`src/rtl/smartbing_pkg.sv`:
```
// Shared types and default constants for the SmartBing tank controller.
package smartbing_pkg;

    // Channel state codes; these values appear directly on state_o.
    typedef enum logic [1:0] {
        ST_IDLE  = 2'b00,
        ST_FILL  = 2'b01,
        ST_FULL  = 2'b10,
        ST_FAULT = 2'b11
    } state_t;

    localparam int DEF_DB_CYC  = 4;
    localparam int DEF_RUN_W   = 8;
    localparam int DEF_MAX_RUN = 200;

endpackage

```
`src/rtl/smartbing_tank_ch.sv`:
```
// One tank channel: two sensor debouncers, the pump FSM and the dry-run timer.
module smartbing_tank_ch
    import smartbing_pkg::*;
#(
    parameter int DB_CYC  = DEF_DB_CYC,
    parameter int RUN_W   = DEF_RUN_W,
    parameter int MAX_RUN = DEF_MAX_RUN
) (
    input  logic   clk,
    input  logic   rst_n,
    input  logic   en,
    input  logic   auto_mode,
    input  logic   start,
    input  logic   clr,
    input  logic   lvl_hi,
    input  logic   lvl_lo,
    output logic   motor,
    output logic   full,
    output logic   low,
    output logic   alarm,
    output state_t state
);

    localparam int               CNT_W    = (DB_CYC > 2) ? $clog2(DB_CYC) : 1;
    localparam logic [CNT_W-1:0] CNT_LAST = CNT_W'(DB_CYC - 1);
    localparam logic [RUN_W-1:0] RUN_LAST = RUN_W'(MAX_RUN - 1);

    // Run timer increment that holds at the timeout value instead of wrapping.
    function automatic logic [RUN_W-1:0] run_sat_inc(input logic [RUN_W-1:0] v);
        return (v == RUN_LAST) ? v : v + 1'b1;
    endfunction

    // Index 0 is the high sensor, index 1 the low sensor.
    logic [1:0]       raw;
    logic [1:0]       db;
    logic [CNT_W-1:0] cnt [2];

    state_t           state_nxt;
    logic [RUN_W-1:0] run;
    logic [RUN_W-1:0] run_nxt;
    logic             motor_q;
    logic             alarm_q;

    logic hi_db;
    logic is_low;
    logic sensor_bad;

    assign raw        = {lvl_lo, lvl_hi};
    assign hi_db      = db[0];
    assign is_low     = ~db[1];
    // Water at the top but not above the bottom cannot be real.
    assign sensor_bad = hi_db & is_low;

    // Debounce: a raw value must differ from the accepted one for DB_CYC samples in a row.
    always_ff @(posedge clk) begin
        if (!rst_n) begin
            db     <= 2'b10;
            cnt[0] <= '0;
            cnt[1] <= '0;
        end else begin
            for (int i = 0; i < 2; i++) begin
                if (raw[i] == db[i]) begin
                    cnt[i] <= '0;
                end else if (cnt[i] == CNT_LAST) begin
                    db[i]  <= raw[i];
                    cnt[i] <= '0;
                end else begin
                    cnt[i] <= cnt[i] + 1'b1;
                end
            end
        end
    end

    // Next state and timer: sensor fault beats fault exit, which beats enable, which beats normal flow.
    always_comb begin
        state_nxt = state;
        run_nxt   = '0;
        if (sensor_bad) begin
            state_nxt = ST_FAULT;
        end else if (state == ST_FAULT) begin
            // start is deliberately ignored here; only clr leaves FAULT.
            state_nxt = clr ? ST_IDLE : ST_FAULT;
        end else if (!en) begin
            state_nxt = ST_IDLE;
        end else begin
            case (state)
                ST_IDLE: begin
                    if (!hi_db && (start || is_low)) state_nxt = ST_FILL;
                end
                ST_FILL: begin
                    if (hi_db)                 state_nxt = ST_FULL;
                    else if (run == RUN_LAST)  state_nxt = ST_FAULT;
                end
                ST_FULL: begin
                    if (is_low) state_nxt = auto_mode ? ST_FILL : ST_IDLE;
                end
                default: state_nxt = state;
            endcase
        end
        // Timer is frozen in FAULT, counts while FILL persists, and is zero everywhere else.
        if (state_nxt == ST_FAULT) begin
            run_nxt = run;
        end else if ((state == ST_FILL) && (state_nxt == ST_FILL)) begin
            run_nxt = run_sat_inc(run);
        end
    end

    // State, timer and registered outputs all update on the same edge.
    always_ff @(posedge clk) begin
        if (!rst_n) begin
            state   <= ST_IDLE;
            run     <= '0;
            motor_q <= 1'b0;
            alarm_q <= 1'b0;
        end else begin
            state   <= state_nxt;
            run     <= run_nxt;
            motor_q <= (state_nxt == ST_FILL);
            alarm_q <= (state_nxt == ST_FAULT);
        end
    end

    assign motor = motor_q;
    assign alarm = alarm_q;
    assign full  = hi_db;
    assign low   = is_low;

endmodule

```
`src/rtl/smartbing_tank_ctrl.sv`:
```
// Multi-channel pump/level controller: CH independent tank channels plus a shared alarm.
module smartbing_tank_ctrl
    import smartbing_pkg::*;
#(
    parameter int CH      = 2,
    parameter int DB_CYC  = DEF_DB_CYC,
    parameter int RUN_W   = DEF_RUN_W,
    parameter int MAX_RUN = DEF_MAX_RUN
) (
    input  logic            clk,
    input  logic            rst_n,
    input  logic            en,
    input  logic            auto_mode,
    input  logic [CH-1:0]   start,
    input  logic [CH-1:0]   clr,
    input  logic [CH-1:0]   lvl_hi,
    input  logic [CH-1:0]   lvl_lo,
    output logic [CH-1:0]   motor,
    output logic [CH-1:0]   full,
    output logic [CH-1:0]   low,
    output logic [CH-1:0]   alarm,
    output logic            any_alarm,
    output logic [2*CH-1:0] state_o
);

    state_t ch_state [CH];

    for (genvar g = 0; g < CH; g++) begin : g_ch
        smartbing_tank_ch #(
            .DB_CYC  (DB_CYC),
            .RUN_W   (RUN_W),
            .MAX_RUN (MAX_RUN)
        ) u_ch (
            .clk       (clk),
            .rst_n     (rst_n),
            .en        (en),
            .auto_mode (auto_mode),
            .start     (start[g]),
            .clr       (clr[g]),
            .lvl_hi    (lvl_hi[g]),
            .lvl_lo    (lvl_lo[g]),
            .motor     (motor[g]),
            .full      (full[g]),
            .low       (low[g]),
            .alarm     (alarm[g]),
            .state     (ch_state[g])
        );
        assign state_o[2*g +: 2] = ch_state[g];
    end

    assign any_alarm = |alarm;

endmodule

```
`config.mk`:
```
export PLATFORM = sky130hd
export DESIGN_NAME = smartbing_tank_ctrl
export DESIGN_NICKNAME = d
export VERILOG_FILES = /design/src/rtl/smartbing_pkg.sv /design/src/rtl/smartbing_tank_ch.sv /design/src/rtl/smartbing_tank_ctrl.sv
export SDC_FILE = /design/constraint.sdc
export NUM_CORES = 1
export LEC_CHECK = 0
export CORE_MARGIN = 2
export CORE_UTILIZATION = 50
export CTS_BUF_LIST = sky130_fd_sc_hd__clkbuf_8
export DETAILED_ROUTE_END_ITERATION = 6
export PLACE_DENSITY_LB_ADDON = 0.15
export SLEW_MARGIN = 10
export SYNTH_ARGS = -nofsm -noshare
export SYNTH_HDL_FRONTEND = slang
export SYNTH_HIERARCHICAL = 1
export SYNTH_SLANG_ARGS = --single-unit
```
`constraint.sdc`:
```
create_clock -name clk -period 1.46 [get_ports clk]
set_input_delay 0.292 -clock clk [delete_from_list [all_inputs] [get_ports clk]]
set_output_delay 0.292 -clock clk [all_outputs]
set_load 0.005 [all_outputs]
```
# Word-level counts from Yosys, hierarchy flattened
# Memories as Yosys holds them, arrays and structs flattened.
# Cells that the tools add are included.
# totals
output_inout_bits	13
elab_cells	161
input_bits	12
regBits	28
ram_bits	8
n_memories	2
# op_classes
n_reduce_logical	17
bitwise_logic	22
add_sub_neg	6
n_mux	80
eq_ne	22
# mem_list
memory	words	word_bits	read_ports	rd_clocked_by_memory_dff	write_ports	line	text
g_ch[0].u_ch.cnt	2	2	2	0	2	smartbing_tank_ch.sv:36	logic [CNT_W-1:0] cnt [2];
g_ch[1].u_ch.cnt	2	2	2	0	2	smartbing_tank_ch.sv:36	
# ops
cell	count
$mux W2	28
$mux W1	46
$mux W8	4
$eq A2 B2 Y1 const B	10
$add A8 B1 Y8 const B	2
$eq A8 B8 Y1 const B	2
$or A1 B1 Y1	12
$pmux W2 S3	2
$reduce_and A2 Y1	6
$add A2 B1 Y2 const B	4
$eq A2 B1 Y1 const B	4
$not A1 Y1	8
$eq A1 B1 Y1	4
$logic_and A1 B1 Y1	4
$logic_not A2 Y1	2
$ne A2 B2 Y1 const B	2
$and A1 B1 Y1	2
$logic_not A1 Y1	2
$logic_or A1 B1 Y1	2
$reduce_or A2 Y1	1

# Depth between registers and ports, before layout
# Gate-level depths: netlist of run 1.
# logic_depth
word_depth	12
ltp_mapped	6
ltp_nobuf	6

# By module
# Netlist of run 1, hierarchy kept.
# by_module_without_submodules
mod	cells_per_inst	seq_area_each_um2	n_inst	area_per_inst_um2
smartbing_tank_ch	87	400.4	2	874.6
smartbing_tank_ctrl	1	0.0	1	6.3

# Worst setup path before layout of run 1
# Ideal clock, no wire load.
# synth_path
path_kind	register to register
from	reg g_ch[0].u_ch.run[0]
to	reg g_ch[0].u_ch.run[0]
path_buffers	0
slack_ps	7
setup_time_ps	58
arrival_time_ps	1395
required_ps	1402
path_stages_with_launch	7
period_less_slack_ps	1453
cell_sequence	dfxtp_1 ha_1 and4_1 nand3_1 nand2_1 a2111oi_0 a21o_1
# synth_between
elab_chain_cells	11
elab_cells_between_ends	16
classes_between	add/sub (1); eq/ne (4); mux (8); bitwise (1); reduce/logical (2)
# synth_rtl
element	line	text
from (decl)	smartbing_tank_ch.sv:39	logic [RUN_W-1:0] run;
from (signal assigned)	smartbing_tank_ch.sv:117	run <= run_nxt;
$eq A8 B8 Y1	smartbing_tank_ch.sv:30, smartbing_tank_ch.sv:92	
$mux W2	smartbing_tank_ch.sv:92	else if (run == RUN_LAST) state_nxt = ST_FAULT;
$mux W2	smartbing_tank_ch.sv:91	if (hi_db) state_nxt = ST_FULL;
$pmux W2 S3	smartbing_tank_ch.sv:86	case (state)
$mux W2	smartbing_tank_ch.sv:83	end else if (!en) begin
$mux W2	smartbing_tank_ch.sv:80	end else if (state == ST_FAULT) begin
$mux W2	smartbing_tank_ch.sv:78	if (sensor_bad) begin
$eq A2 B1 Y1	smartbing_tank_ch.sv:103	end else if ((state == ST_FILL) && (state_nxt == ST_FILL)) begin
$logic_and A1 B1 Y1	smartbing_tank_ch.sv:103	
$ne A2 B2 Y1 (no line)	n/a	
$reduce_and A2 Y1 (no line)	n/a	
# Several ways; a longest one is shown, not always the timed one. The select of a mux whose other input is x is not followed.
# A chain may end at the register's enable or synchronous reset.

# Worst setup path in the final report of run 1
# layout_path
from	reg g_ch[0].u_ch.db[1]
to	reg g_ch[0].u_ch.run[2]
# layout_between
elab_chain_cells	12
elab_cells_between_ends	17
classes_between	eq/ne (3); mux (7); bitwise (3); reduce/logical (4)
# layout_rtl
element	line	text
from (decl)	smartbing_tank_ch.sv:35	logic [1:0] db;
from (signal, indexed assignment)	smartbing_tank_ch.sv:65	db[i] <= raw[i];
$not A1 Y1	smartbing_tank_ch.sv:50	assign is_low = ~db[1];
$logic_or A1 B1 Y1	smartbing_tank_ch.sv:88	if (!hi_db && (start || is_low)) state_nxt = ST_FILL;
$logic_and A1 B1 Y1	smartbing_tank_ch.sv:88	
$mux W2	smartbing_tank_ch.sv:88	
$pmux W2 S3	smartbing_tank_ch.sv:86	
$mux W2	smartbing_tank_ch.sv:83	
$mux W2	smartbing_tank_ch.sv:80	
$mux W2 *	smartbing_tank_ch.sv:78	
$eq A2 B1 Y1	smartbing_tank_ch.sv:103	
$logic_and A1 B1 Y1	smartbing_tank_ch.sv:103	
$ne A2 B2 Y1 (no line)	n/a	
$reduce_and A2 Y1 (no line)	n/a	
# Every way passes the cells marked *; elsewhere a longest branch is shown, timed or not.

==> results of run 1 <==
==> cell families (layout without fill, tap and decap cells) <==
kind of cell,count (synthesis),after routing
muxes,2,2
adders and majority gates,6,6
buffers and inverters,8,70
xor gates and xnor gates,12,12
and+or+nand+nor,73,73
DFF,36,36
AOI/OAI and AO/OA,36,36
other,2,8
==> per-layer routing <==
| metal | share of wire, % | global-route usage (%) | vias to the layer above |
|---|---|---|---|
| met5 | 0 | 0 | - |
| met4 | 3.6 | 8.97 | 0 |
| met3 | 4.7 | 6.25 | 21 |
| met2 | 52 | 41.1 | 68 |
| met1 | 39 | 25.3 | 755 |
| li1 | - | - | 767 |
==> worst register-to-register path, delay by kind of cell (launching register included) <==
kind	cells	cell delay, ns
and+or+nand+nor	2	0.60
AOI/OAI and AO/OA	3	0.49
DFF	1	0.37
==> sequential cells by signal (all words and copies together), names as in the netlist <==
name and count:
g_ch.u_ch/motor 2, g_ch.u_ch/run 16, g_ch.u_ch/cnt 8, g_ch.u_ch/state 4
g_ch.u_ch/db 4, g_ch.u_ch/alarm 2
==> power breakdown <==
| group | switching, uW | leakage, uW | total (uW) | internal (uW) |
|---|---|---|---|---|
| Sequential | 21.5 | 0.000314 | 1070 | 1050 |
| Combinational | 128 | 0.000707 | 292 | 164 |
| Clock | 374 | 0.0000585 | 880 | 506 |
| Total | 524 | 0.00108 | 2240 | 1720 |
==> stage by stage <==
step | TNS (ns) | util, % | instance area (sq um) | std cells | setup WS, ns
2_1_floorplan | 0 | - | 1780 | 181 | 0.00722
3_3_place_gp | -7.41 | 66.6 | 2240 | 272 | -0.429
3_5_place_dp | -8.73 | 66.6 | 2240 | 272 | -0.510
4_1_cts | -0.143 | 73.1 | 2460 | 286 | -0.0836
5_1_grt | -0.983 | 78.8 | 2650 | 289 | -0.102
6_report | -0.237 | 78.8 | 2650 | 289 | -0.0621
==> final timing paths <==
path                       startpoint               endpoint  slack [ns]  cells after the start
setup / recovery   g_ch[0].u_ch/db[1]    g_ch[0].u_ch/run[2]       -0.06                      5
hold / removal                     en  g_ch[0].u_ch/state[1]        0.44                      3
setup reg to reg   g_ch[0].u_ch/db[1]    g_ch[0].u_ch/run[2]       -0.06                      5
hold reg to reg   g_ch[0].u_ch/run[7]    g_ch[0].u_ch/run[7]        0.53                      2
==> what timing repair did <==
action / 4_1_cts / 5_1_grt
gates resized for setup: 39 / 37
endpoints found under the setup margin: 29 / 25
pin swaps: 13 / 6
setup buffers: 6 / 3
hold buffers: 0 / 0
==> cell usage in the layout, fill, tap and decap left out, types with 4 or more instances in the layout <==
cell	instances
inv_1	5
a21oi_4	5
clkdlybuf4s50_1	12
nand2_1	12
buf_4	30
and3_1	6
nand4_1	4
nor4b_1	4
nor4bb_1	4
xor2_1	6
nor2_1	7
conb_1	8
dfxtp_1	17
xnor2_1	6
nor3_1	4
clkbuf_8	5
edfxtp_1	8
dlygate4sd2_1	9
o21ai_0	4
nor2b_1	5
nor2_2	4
dfxtp_2	7
dfxtp_4	4
ha_1	5
==> layout make-up <==
class | count | area, sq um
tap | 46 | 57.6
fill | 215 | 714
timing repair buffer | 56 | 477
clock buffer | 5 | 68.8
multi-input combinational | 137 | 1160
clock inverter | 3 | 41.3
sequential | 36 | 825
inverter | 6 | 22.5
==> qor.yml, run 1 <==
synth:
  synth_xor_area_share_pct: 5.99
  postSynthAreaPerCell_sq_um: 10.0
  ys.flop_type: "dfxtp_1"
  ys_seq_area_share_pct: 45.6
  synth_area_sq_um: 1760
  yosysMostFrequentCell: "dfxtp_1"
  synthAdderAreaFrac_pct: 4.28
  synth.cells.most_frequent: "28 x dfxtp_1, 14 x nand2_1, 12 x nor2_1, 8 x edfxtp_1"
  synth_edf_count: 8
  ys_warn_count: 6
  synth.mux.area_fraction_pct: 1.14
  synth_top_family_by_area: "simple AND/OR/NAND/NOR gates"
  synth.distinct_cells: 36
  postSynthCellCount: 175
  ys_ff_latch: 36
  synth_top_cell_by_area: "dfxtp_1"
  synthSimpleGateAreaFrac_pct: 24.2
  synthArstFlopShare_pct: 0
  synth_compound_area_share_pct: 16.7
  synth_area_leaders: "dfxtp_1 32%, edfxtp_1 14%, ha_1 4.3%, nand2_1 3.0%, o221ai_4 3.0%"
  synth.top_cell.area_share_pct: 31.9
critical_path:
  crit_family: "simple AND/OR/NAND/NOR gates"
  slowest_stage: "dfxtp_4"
  crit_chain: "and4bb_1, o221ai_4, a21oi_4, or3_4, a21oi_2"
  path_max_fanout: 5
  cp.arrival_ns: 1.75
  cpPeakStageDelay_ns: 0.37
  crit_buf_inv: 0
  crit_required_ns: 1.69
  critPathKind: "reg -> reg"
  crit_path_end_kind: "register"
  critPathLaunchType: "register"
routing:
  antenna_left: 0
  via_per_inst: 5.57
  vias: 1611
  drc: 0
  routed_wl_microns: 4590
  drt_first_pass_iters: 5
  dr.first_iter.drc_count: 113
  wire_per_inst_microns: 15.9
layout:
  diodes: 0
  layout.nets: 260
  syn_to_final_growth_pct: 50.9
  drive_gt1_share_pct: 36.2
timing:
  setup_viol: 10
  slew_viol_final: 0
  worst_hold_slack_ns: 0.445
  rsz0062_at_grt: "yes"
  worst_slack_ns: -0.0621
  fin_crit_ns: 1.52
  hold_viol: 0
  finClkSkew_ns: 0.0153
  fmax_ghz: 0.657
  final.period_utilization_pct: 104
power:
  power_uw: 2240
  peakVddDrop_mv: 0.871
  power_density_nw_per_um2: 845
  leakage_uw: 0.00108
run:
  drv_cap: 0
placement:
  dp_hpwl_microns: 2880
  portBuffers: 24
  place_congestion: 0.841
die:
  ioPinCount: 25
  chipWidth_microns: 63.3
  start_util_pct: 52.2
  core_sq_um: 3360
  die_area_sq_um: 4000
  rows: 21
  die_h_microns: 63.3
grt:
  grt_pass1_wl_microns: 7040
  grt_overflow: 0
  grt_util_all_layers_pct: 22.8
  grt_pass1_vias: 1601
  grt_max_degree: 19
  antenna_found_initial: 0
clocking:
  cts_root_buf: "clkbuf_8"
  clk_pin_slew_ns: 0.08
  htreeDepth: 2
  clockBufferDepth: 2
  cts_tree: "done"
  cts_made_buffers: 5
  clkLatencyLatePin_ns: 0.30
  cts.sinks: 36
outcome:
  violations: "negative setup slack"
  status: "complete, but fails checks"
hold_path:
  hold_path_class: "in -> reg"
Power figures use the tool's default switching activity.
==> run 2, diff against run 1 <==
==> constraint.sdc (replaced) <==
create_clock -name clk -period 1.46 [get_ports clk]
set_input_delay 0.219 -clock clk [delete_from_list [all_inputs] [get_ports clk]]
set_output_delay 0.219 -clock clk [all_outputs]
set_load 0.005 [all_outputs]
==> qor.yml, run 2 (synthesis gave the netlist of run 1 again) <==
timing:
  rsz0062_at_grt: "yes"
  fmax_ghz: 0.657  # about the same
  final.period_utilization_pct: 104  # about the same
  finClkSkew_ns: 0.0113  # -0.00405 ns
  worst_hold_slack_ns: 0.390  # -0.0550 ns
  fin_crit_ns: 1.52  # -0.000598 ns
  slew_viol_final: 0  # unchanged
  setup_viol: 7  # -3
  hold_viol: 0  # unchanged
  worst_slack_ns: -0.0615  # +0.000598 ns
routing:
  drc: 0  # unchanged
  antenna_left: 0  # unchanged
  routed_wl_microns: 4440  # -3.4%
  wire_per_inst_microns: 15.5  # -2.7%
  drt-met1-wl_microns: 1890  # +4.6%
  highest_layer: "met4"
  via_per_inst: 5.60  # +0.38%
  met3WireLength_microns: 200  # -7.0%
  vias: 1606  # -0.31%
  drt_first_pass_iters: 4  # -1
  wl_met2_microns: 2200  # -8.4%
  dr.first_iter.drc_count: 77  # -32%
grt:
  grt_util_all_layers_pct: 21.4  # -1.4 points
  antenna_found_initial: 0  # unchanged
  grt_overflow: 0  # unchanged
  grt_pass1_wl_microns: 6760  # -4.0%
  grt_pass1_vias: 1580  # -1.3%
  grt_max_degree: 21  # +2
critical_path:
  critPathLaunchType: "register"
  rr_worst_depth: 5  # unchanged
  r2r-end: "g_ch[0].u_ch/run[3]"
  reg2reg_slack_ns: -0.06  # about the same
  crit_path_end_kind: "register"
  crit_required_ns: 1.68  # about the same
  startpoint: "g_ch[0].u_ch/db[1]"
  r2r_start: "g_ch[0].u_ch/db[1]"
  path_max_fanout: 5  # unchanged
  setup.worst_path.end: "g_ch[0].u_ch/run[3]"
  cp.arrival_ns: 1.74  # about the same
  critPathKind: "reg -> reg"
die:
  rows: 21  # unchanged
  die_area_sq_um: 4000  # unchanged
  start_util_pct: 52.2  # unchanged
  chipWidth_microns: 63.3  # unchanged
  ioPinCount: 25  # unchanged
  die_h_microns: 63.3  # unchanged
  core_sq_um: 3360  # unchanged
power:
  power_density_nw_per_um2: 785  # -7.2%
  leakage_uw: 0.00103  # -4.3%
  peakVddDrop_mv: 0.598  # -31%
  power_uw: 2050  # -8.5%
hold_path:
  hold_path_class: "in -> reg"
layout:
  final_cell_mix: "29 x buf_4, 16 x dfxtp_1, 16 x clkdlybuf4s50_1"
  syn_to_final_growth_pct: 48.7
  diodes: 0  # unchanged
  n_fill_cell: 238  # +11%
  regMostFlops: "g_ch.u_ch/run"
  layout.nets: 258  # -0.77%
  final_common_cell: "buf_4"
  drive_gt1_share_pct: 35.3  # -0.94 points
  largest_reg_flops: 16  # unchanged
  reg_top3: "g_ch.u_ch/run x16, g_ch.u_ch/cnt x8"
clocking:
  cts.sinks: 36  # unchanged
  clk_pin_slew_ns: 0.08  # about the same
  cts_root_buf: "clkbuf_8"
  clkLatencyLatePin_ns: 0.29  # about the same
  cts_made_buffers: 5  # unchanged
  clockBufferDepth: 2  # unchanged
  htreeDepth: 2  # unchanged
  cts_tree: "done"
run:
  drv_cap: 0  # unchanged
placement:
  post-place-ws_ns: -0.403  # +0.107 ns
  place_congestion: 0.843  # +0.21%
  portBuffers: 24  # unchanged
  dp_hpwl_microns: 2730  # -5.4%
outcome:
  violations: "negative setup slack"
  status: "complete, but fails checks"
[run 2: cell types whose count changed in the layout (fill, tap and decap cells not counted), sizes merged, moves of 2 or more]
cell / change
dlygate4sd2: -3
clkinv: +2
buf: -3
clkdlybuf4s50: +4
[run 2: metrics by stage]
| stage | util [%] | std cells | instance area, sq um | TNS, ns |
|---|---|---|---|---|
| floorplan | - | 181 | 1780 | 0 |
| global placement | 66.0 | 269 | 2220 | -5.52 |
| detailed placement | 66.0 | 269 | 2220 | -6.48 |
| CTS | 70.9 | 282 | 2380 | -0.0137 |
| global route | 77.6 | 287 | 2610 | -1.20 |
| finish | 77.6 | 287 | 2610 | -0.178 |
[run 2: worst min path at each step]
| stage | startpoint | to | slack [ns] | depth (start not counted) |
|---|---|---|---|---|
| 2_1_floorplan | lvl_lo[0] | g_ch[0].u_ch/db[1] | 0.36 | 2 |
| 3_3_place_gp | g_ch[1].u_ch/run[3] | g_ch[1].u_ch/run[3] | 0.50 | 2 |
| 3_5_place_dp | g_ch[0].u_ch/run[7] | g_ch[0].u_ch/run[7] | 0.52 | 2 |
| 4_1_cts | g_ch[0].u_ch/run[3] | g_ch[0].u_ch/run[3] | 0.53 | 2 |
| 5_1_grt | en | g_ch[0].u_ch/state[1] | 0.43 | 3 |
| 6_report | en | g_ch[0].u_ch/state[1] | 0.39 | 3 |
[run 2: layout make-up]
cell class | count | area, sq um | share of cell area (%)
Multi-Input combinational cell | 137 | 1150 | 44.1
Clock buffer | 5 | 68.8 | 2.64
Clock inverter | 3 | 18.8 | 0.719
Timing Repair Buffer | 54 | 464 | 17.8
Inverter | 6 | 22.5 | 0.863
Tap cell | 46 | 57.6 | 2.21
Sequential cell | 36 | 828 | 31.7
[run 2: report_power, final]
part           leakage (uW)  internal (uW)  switching, uW
Sequential         0.000315           1050           20.3
Combinational      0.000671            162            125
Clock             0.0000479            332            363
Total               0.00103           1540            508
[run 2: layer usage]
layer | global-route usage [%] | vias to the layer above
met3 | 5.36 | 21
li1 | - | 766
met4 | 9.78 | 0
met1 | 24.6 | 755
met5 | 0 | -
met2 | 37.2 | 64
[run 2: timing repair]
item / 4_1_cts / 5_1_grt
resized for setup: 26 / 43
endpoints found under the setup margin: 21 / 21
buffers inserted: 5 / 5
cloned: 0 / 0
hold buffers: 0 / 0
pin swaps: 5 / 17
[run 2: worst max-delay path, stage by stage (launching register included)]
cell	delay [ns]
dfxtp_4	0.37
and4bb_1	0.24
o221ai_4	0.27
a21oi_4	0.07
or3_1	0.33
a21oi_1	0.17
==> run 3, diff against run 2 <==
Settings changed: SKIP_CTS_REPAIR_TIMING set to 1.
==> qor.yml, run 3 (synthesis gave the netlist of run 1 again) <==
layout:
  reg_top3: "g_ch.u_ch/run x16, g_ch.u_ch/cnt x8"
  largest_reg_flops: 16  # unchanged
  fin_area_sq_um: 2570  # -1.7%
  n_fill_cell: 237  # -0.42%
  drive_gt1_share_pct: 32.9  # -2.4 points
  final_cell_mix: "26 x buf_4, 17 x dfxtp_1, 17 x clkdlybuf4s50_1"
  syn_to_final_growth_pct: 46.2
  regMostFlops: "g_ch.u_ch/run"
  diodes: 0  # unchanged
  layout.nets: 254  # -1.6%
  final_common_cell: "buf_4"
power:
  power_density_nw_per_um2: 786  # +0.18%
  leakage_uw: 0.00108  # +4.3%
  peakVddDrop_mv: 0.599  # about the same
  p_int_uw: 1530  # -0.73%
  p_sw_uw: 489  # -3.8%
  swShare_pct: 24.2  # -0.59 points
  combPwrFrac_pct: 13.0  # -1.0 points
  seq_power_share_pct: 52.9  # +0.9 points
  power_frac_clock_pct: 34.0  # about the same
routing:
  dr.first_iter.drc_count: 77  # unchanged
  via_per_inst: 5.45  # -2.6%
  antenna_left: 0  # unchanged
  routed_wl_microns: 4000  # -9.9%
  wire_per_inst_microns: 14.1  # -8.6%
  drt_first_pass_iters: 4  # unchanged
  vias: 1542  # -4.0%
  drc: 0  # unchanged
critical_path:
  startpoint: "g_ch[0].u_ch/state[0]"
  critPathKind: "reg -> reg"
  crit_family: "compound AO/OA/AOI/OAI gates"
  crit_path_end_kind: "register"
  crit_chain: "and4bb_1, o221ai_4, a21oi_4, o21a_1, a32o_1"
  cp.arrival_ns: 1.68  # -0.06 ns
  critPathLaunchType: "register"
  crit_required_ns: 1.64  # -0.04 ns
  crit_buf_inv: 0  # unchanged
  r2r_start: "g_ch[0].u_ch/state[0]"
  path_max_fanout: 5  # unchanged
  slowest_stage: "dfxtp_4"
  cpPeakStageDelay_ns: 0.37  # about the same
placement:
  place_congestion: 0.843  # unchanged
  placed_area_sq_um: 2220  # unchanged
  portBuffers: 24  # unchanged
  dp_hpwl_microns: 2730  # unchanged
die:
  die_h_microns: 63.3  # unchanged
  core_sq_um: 3360  # unchanged
  die_area_sq_um: 4000  # unchanged
  rows: 21  # unchanged
  start_util_pct: 52.2  # unchanged
  ioPinCount: 25  # unchanged
  chipWidth_microns: 63.3  # unchanged
outcome:
  violations: "negative setup slack"
  status: "complete, but fails checks"
timing:
  tns_ns: -0.138  # +0.0398 ns
  finClkSkew_ns: 0.00906  # -0.00222 ns
  setup_viol: 5  # -2
  worst_hold_slack_ns: 0.516  # +0.126 ns
  hold_viol: 0  # unchanged
  slew_viol_final: 0  # unchanged
  final.period_utilization_pct: 103  # -1.7 points
  fmax_ghz: 0.668  # +1.6%
  fin_crit_ns: 1.50  # -0.0243 ns
  worst_slack_ns: -0.0372  # +0.0243 ns
  rsz0062_at_grt: "yes"
grt:
  grt_overflow: 0  # unchanged
  grt_pass1_wl_microns: 6530  # -3.4%
  antenna_found_initial: 0  # unchanged
  grt_max_degree: 21  # unchanged
  grt_util_all_layers_pct: 20.7  # -0.69 points
  grt_pass1_vias: 1517  # -4.0%
clocking:
  clk_pin_slew_ns: 0.08  # about the same
  cts.sinks: 36  # unchanged
  cts_tree: "done"
  htreeDepth: 2  # unchanged
  clkLatencyLatePin_ns: 0.29  # about the same
  clockBufferDepth: 2  # unchanged
  cts_made_buffers: 5  # unchanged
  cts_root_buf: "clkbuf_8"
run:
  drv_cap: 0  # unchanged
hold_path:
  hold_path_class: "reg -> reg"
  worstHoldStart: "g_ch[0].u_ch/run[2]"
[run 3: cell types whose count changed in the layout (fill, tap and decap cells not counted), moves of 2 or more]
cell            change
dlymetal6s2s_1      +6
buf_4               -3
ha_2                -2
dlygate4sd2_1       -6
[run 3: routing by layer]
layer | share of wire (%) | track usage (%) | vias up
met5 | 0 | 0 | -
met4 | 1.9 | 9.78 | 0
met3 | 4.1 | 5.71 | 7
met2 | 50 | 35.1 | 34
met1 | 44 | 24.1 | 739
li1 | - | - | 762
[run 3: tightest hold or removal path, stage by stage (launching register included)]
cell and delay, ns:
dfxtp_2 0.35, o21ai_2 0.07, a21oi_2 0.06
[run 3: metrics by stage]
step | instances | utilization, % | power [uW] | setup WS (ns)
after floorplan | 181 | - | 1190 | 0.00722
after global placement | 269 | 66.0 | 1300 | -0.351
after detailed placement | 269 | 66.0 | 1310 | -0.403
after CTS | 277 | 68.6 | 2000 | -0.109
after global routing | 283 | 76.3 | 2110 | -0.107
final | 283 | 76.3 | 2020 | -0.0372
[run 3: power by group through the flow]
stage | combinational [uW] | clock [uW] | sequential, uW
global route | 289 | 749 | 1070
detailed placement | 221 | 0 | 1090
global placement | 215 | 0 | 1090
CTS | 222 | 712 | 1070
floorplan | 105 | 0 | 1090
finish | 263 | 687 | 1070
[run 3: worst paths after layout]
path                         endpoint  slack, ns  cells after the start
setup reg to reg  g_ch[0].u_ch/run[1]      -0.04                      5
setup / recovery  g_ch[0].u_ch/run[1]      -0.04                      5
hold / removal    g_ch[0].u_ch/run[2]       0.52                      2
hold reg to reg   g_ch[0].u_ch/run[2]       0.52                      2
[run 3: cell type report]
type | count | area, sq um | area share (%)
Clock inverter | 3 | 18.8 | 0.731
Inverter | 6 | 22.5 | 0.878
Multi-Input combinational cell | 137 | 1120 | 43.6
Clock buffer | 5 | 68.8 | 2.68
Sequential cell | 36 | 827 | 32.2
Tap cell | 46 | 57.6 | 2.24
Timing Repair Buffer | 50 | 453 | 17.6
